==> src/rtl/mmio_timer.sv <==
// Memory-mapped 32-bit timer with four registers behind a single-slave req/ack handshake.
// Define TIMER_IRQ_EN to add the irq output and a stored CTRL.irq_en bit.
module mmio_timer #(
  parameter logic [31:0] BASE_ADRS = 32'hFFFF_0010
) (
  input  logic        clk_cpu,
  input  logic        reset,
  input  logic        req,
  input  logic        we,
  input  logic [31:0] adrs,
  input  logic [31:0] data,
  output logic [31:0] q,
  output logic        ack
`ifdef TIMER_IRQ_EN
  ,
  output logic        irq
`endif
);

  typedef enum logic [1:0] {StIdle, StResp, StDrop} state_e;

  state_e      state_q, state_d;
  logic        en_q, en_d;
  logic        reload_q, reload_d;
  logic [31:0] count_q, count_d;
  logic [31:0] compare_q, compare_d;
  logic        status_q, status_d;
  logic [31:0] q_q, q_d;

  logic        hit, accept, aligned, wr_en, rd_en, match, ctrl_irq_en;
  logic [31:0] rdata;

`ifdef TIMER_IRQ_EN
  logic irq_en_q, irq_en_d;
  assign ctrl_irq_en = irq_en_q;
  assign irq         = status_q & irq_en_q;
`else
  assign ctrl_irq_en = 1'b0;
`endif

  assign hit     = req & (adrs[31:4] == BASE_ADRS[31:4]);
  // Only a hit seen in IDLE is a new transaction; later cycles of the same request are ignored.
  assign accept  = (state_q == StIdle) & hit;
  assign aligned = (adrs[1:0] == 2'b00);
  assign wr_en   = accept & we & aligned;
  assign rd_en   = accept & ~we & aligned;
  assign match   = en_q & (count_q == compare_q);

  always_comb begin
    state_d = state_q;
    unique case (state_q)
      StIdle:  if (hit) state_d = StResp;
      StResp:  state_d = StDrop;
      StDrop:  if (!req) state_d = StIdle;
      default: state_d = StIdle;
    endcase
  end

  always_comb begin
    rdata = '0;
    case (adrs[3:2])
      2'd0: rdata = {29'd0, ctrl_irq_en, reload_q, en_q};
      2'd1: rdata = count_q;
      2'd2: rdata = compare_q;
      2'd3: rdata = {31'd0, status_q};
      default: rdata = '0;
    endcase
  end

  always_comb begin
    q_d       = rd_en ? rdata : '0;
    en_d      = en_q;
    reload_d  = reload_q;
    compare_d = compare_q;
`ifdef TIMER_IRQ_EN
    irq_en_d  = irq_en_q;
`endif
    if (wr_en && adrs[3:2] == 2'd0) begin
      en_d     = data[0];
      reload_d = data[1];
`ifdef TIMER_IRQ_EN
      irq_en_d = data[2];
`endif
    end
    if (wr_en && adrs[3:2] == 2'd2) compare_d = data;

    // Priority: CPU write over reload over increment.
    count_d = count_q;
    if (en_q) count_d = (match && reload_q) ? 32'd0 : count_q + 32'd1;
    if (wr_en && adrs[3:2] == 2'd1) count_d = data;

    // A match set beats a same-cycle W1C.
    status_d = status_q;
    if (wr_en && adrs[3:2] == 2'd3 && data[0]) status_d = 1'b0;
    if (match) status_d = 1'b1;
  end

  always_ff @(posedge clk_cpu) begin
    if (!reset) begin
      state_q   <= StIdle;
      en_q      <= 1'b0;
      reload_q  <= 1'b0;
      count_q   <= 32'd0;
      compare_q <= 32'hFFFF_FFFF;
      status_q  <= 1'b0;
      q_q       <= 32'd0;
`ifdef TIMER_IRQ_EN
      irq_en_q  <= 1'b0;
`endif
    end else begin
      state_q   <= state_d;
      en_q      <= en_d;
      reload_q  <= reload_d;
      count_q   <= count_d;
      compare_q <= compare_d;
      status_q  <= status_d;
      q_q       <= q_d;
`ifdef TIMER_IRQ_EN
      irq_en_q  <= irq_en_d;
`endif
    end
  end

  assign ack = (state_q == StResp);
  assign q   = q_q;

endmodule

==> config.mk <==
export PLATFORM = sky130hd
export DESIGN_NAME = mmio_timer
export DESIGN_NICKNAME = d
export VERILOG_FILES = /design/src/rtl/mmio_timer.sv
export SDC_FILE = /design/constraint.sdc
export NUM_CORES = 1
export LEC_CHECK = 0
export CAP_MARGIN = 25
export CORE_MARGIN = 4
export CORE_UTILIZATION = 35
export CTS_CLUSTER_DIAMETER = 200
export DETAILED_ROUTE_END_ITERATION = 8
export PLACE_DENSITY = 0.62
export SYNTH_ARGS = -nofsm -noshare
export SYNTH_HDL_FRONTEND = slang
export SYNTH_SLANG_ARGS = --single-unit
==> constraint.sdc <==
create_clock -name clk_cpu -period 2.15 [get_ports clk_cpu]
set_input_delay 0.43 -clock clk_cpu [delete_from_list [all_inputs] [get_ports clk_cpu]]
set_output_delay 0.43 -clock clk_cpu [all_outputs]
set_load 0.1 [all_outputs]
==> flow_summary_export.csv, run 1 <==
group,metric,value,unit
sta,drv_slew,0,
critical_path,crit_family,"buffers and inverters",
status,status,"finished, final reports clean",
clock_tree,cts_tree,"yes",
critical_path,cp.required,2440,ps
critical_path,criticalPathCategory,"input pin to flop",
placed_design,dp_hpwl,13000,um
power,leakage,0.00297,uW
placed_design,gp_congestion,1.00,
routing,firstDrtPassIters,5,
finish,layout.nets,834,
synth,avgSynthCellArea,8.17,sq um
clock_tree,cts_sinks,101,
critical_path,slowest_delay,470,ps
routing,drt_wl_total,18800,um
synth,synth.distinct_cells,56,
clock_tree,clockBufferDepth,2,
routing,drtIter0Drc,373,
critical_path,end_kind,"flop",
die,core,14500,sq um
synth,synth_edf_count,0,
sta,tns,0,ps
global_route,antenna_found_initial,1,
synth,async_reset_ff_frac,0,
clock_tree,cts_htree_levels,3,
critical_path,path_buf_inv,4,
power,power_density,532,nW/um^2
sta,worst_pin_slew,489,ps
sta,slew_headroom,0.674,
synth,synth_flop_cell,"dfxtp_1",
die,die_y,129,um
routing,postRouteAntennaNets,0,
synth,yosys_warnings,0,
clock_tree,cts-buffers-inserted,9,
sta,hold_viol,0,
routing,viasPerCell,5.59,
synth,ys_seq_elements,101,
synth,syn_area,5150,sq um
run,maxCapViolations,0,
global_route,grt_util_all_layers,0.219,
sta,final-setup-viol-count,0,
clock_tree,holdBufCountCts,0,
die,die_w,129,um
routing,avgRoutedWirePerCell,19.7,um
critical_path,startpoint_type,"input pin",
placed_design,numPortBuffers,100,
sta,hold_slack,488,ps
die,rows,44,
sta,clock_skew,13.2,ps
finish,area_growth,40.6,%
finish,final_cell_mix,"dfxtp_1 (100), buf_4 (96), nand2_1 (85)",
die,io_pins,101,
synth,ys_seq_area_frac,0.393,
finish,drive_gt1_frac,0.201,
die,start_util,0.356,
finish,n_antenna_cell,0,
finish,final_common_cell,"dfxtp_1",
critical_path,slowest_stage,"clkdlybuf4s50_1",
min_path,hp-class,"flop to flop",
critical_path,crit_arrival,2410,ps
clock_tree,root_buffer,"clkbuf_16",
sta,finalCriticalPeriod,2120,ps
critical_path,path_max_fanout,31,
die,die_area,16700,sq um
critical_path,crit_chain,"clkdlybuf4s50_1 -> nor2b_2 -> buf_12 -> nand3_1 -> nor3_4 -> buf_6 -> clkbuf_16 -> and2_4 -> a31oi_2 -> o22ai_2",
synth,synth_cells,630,
sta,final.period_utilization,0.984,
power,ir_drop,0.362,mV
clock_tree,clk_pin_slew,70,ps
routing,drc,0,
routing,num_vias,5337,
global_route,grt_pass1_wl,28200,um
synth,synthesis.nets,699,
clock_tree,insertion_delay,360,ps
global_route,grt_pass1_vias,5255,
sta,max_freq,473,MHz
global_route,overflow,0,
global_route,grt_max_degree,39,
## Yosys cell counts, types with 9 or more instances
| cell type | instances | area [sq um] |
|---|---|---|
| nand3_1 | 55 | 275 |
| and2_1 | 20 | 125 |
| dfxtp_1 | 101 | 2020 |
| nand2_1 | 85 | 319 |
| buf_2 | 20 | 100 |
| clkbuf_1 | 29 | 109 |
| xnor2_1 | 11 | 96.3 |
| nand2b_1 | 10 | 62.6 |
| and3_1 | 9 | 56.3 |
| a31oi_1 | 18 | 113 |
| o22ai_1 | 14 | 87.6 |
| nand4_1 | 19 | 119 |
| nor2_1 | 49 | 184 |
| a22oi_1 | 30 | 225 |
| o211ai_1 | 9 | 67.6 |
| nor3_1 | 13 | 65.1 |
| nor4_1 | 15 | 93.8 |
| xor2_1 | 30 | 263 |
| a32oi_1 | 10 | 87.6 |
## flip-flops by register name, indices dropped and copies added, names as in the netlist
register   flops
compare_q     32
count_q       32
q             32
state_q        2
en_q           1
reload_q       1
status_q       1
## through the flow
step | cell area [sq um] | power, uW | std cells | worst slack, ps | util
finish | 7240 | 3850 | 954 | 33.7 | 0.500
global route | 7240 | 3980 | 954 | -46.8 | 0.500
CTS | 6980 | 3870 | 946 | 30.2 | 0.482
detailed placement | 6670 | 2170 | 930 | -338 | 0.461
global placement | 6670 | 2170 | 930 | -318 | 0.461
floorplan | 5150 | 1990 | 630 | 14.8 | -
## power breakdown
part | switching (uW) | internal, uW
Sequential | 0.00000122 | 1870
Clock | 741 | 969
Combinational | 118 | 153
Total | 860 | 2990
## path summary, 6_finish.rpt
kind	from	endpoint	slack, ps	cells past startpoint
worst max-delay path	adrs[2]	count_q[25]$_SDFFE_PN0P_	30	10
worst min-delay path	status_q$_SDFFE_PN0P_	status_q$_SDFFE_PN0P_	490	2
worst max register to register	count_q[10]$_SDFFE_PN0P_	count_q[23]$_SDFFE_PN0P_	50	7
worst min register to register	status_q$_SDFFE_PN0P_	status_q$_SDFFE_PN0P_	490	2
## final cells by class
cell class	instances	area (sq um)
timing repair buffer	177	1700
clock inverter	5	57.6
multi-input combinational	468	2950
tap	184	230
inverter	8	30.0
clock buffer	11	253
fill	1377	7240
sequential	101	2020
## logic make-up (layout without fill, tap and decap cells)
family | Yosys count | after routing | synth area share
fa+ha+maj | 1 | 1 | 0.00243
compound gates | 111 | 111 | 0.154
buf+inv | 61 | 201 | 0.0530
xor+xnor | 41 | 41 | 0.0698
flops | 101 | 101 | 0.393
simple gates | 310 | 310 | 0.316
mux | 5 | 5 | 0.0122
## worst reg2reg max path, cell delays in order, from the launching register on
cell and delay, ps:
dfxtp_1 500, xor2_1 170, nor4_1 420, and4b_1 290, nand4_2 150, buf_4 210, a21oi_1 160, o41ai_2 90
## what timing repair did
action / 4_1_cts / 5_1_grt
resized for setup: 0 / 37
endpoints found under the setup margin: 0 / 85
setup buffers: 0 / 4
## metal layers
layer | part of all wire | wire, um | track usage
met2 | 0.48 | 8950 | 0.356
met3 | 0.063 | 1180 | 0.0387
met4 | 0.026 | 496 | 0.0902
met1 | 0.43 | 8140 | 0.286
met5 | 0 | 0 | 0
No activity file was read; power rests on OpenSTA's default activity.
==> run 2, diff against run 1 <==
SLEW_MARGIN = 30   (was default)
==> results of run 2 <==
Final layout, timing and power as in run 1 (identical DEF).
==> run 3, diff against run 2 <==
CTS_CLUSTER_DIAMETER = default   (was 200)
==> results of run 3 <==
Final layout, timing and power as in run 1 (identical DEF).
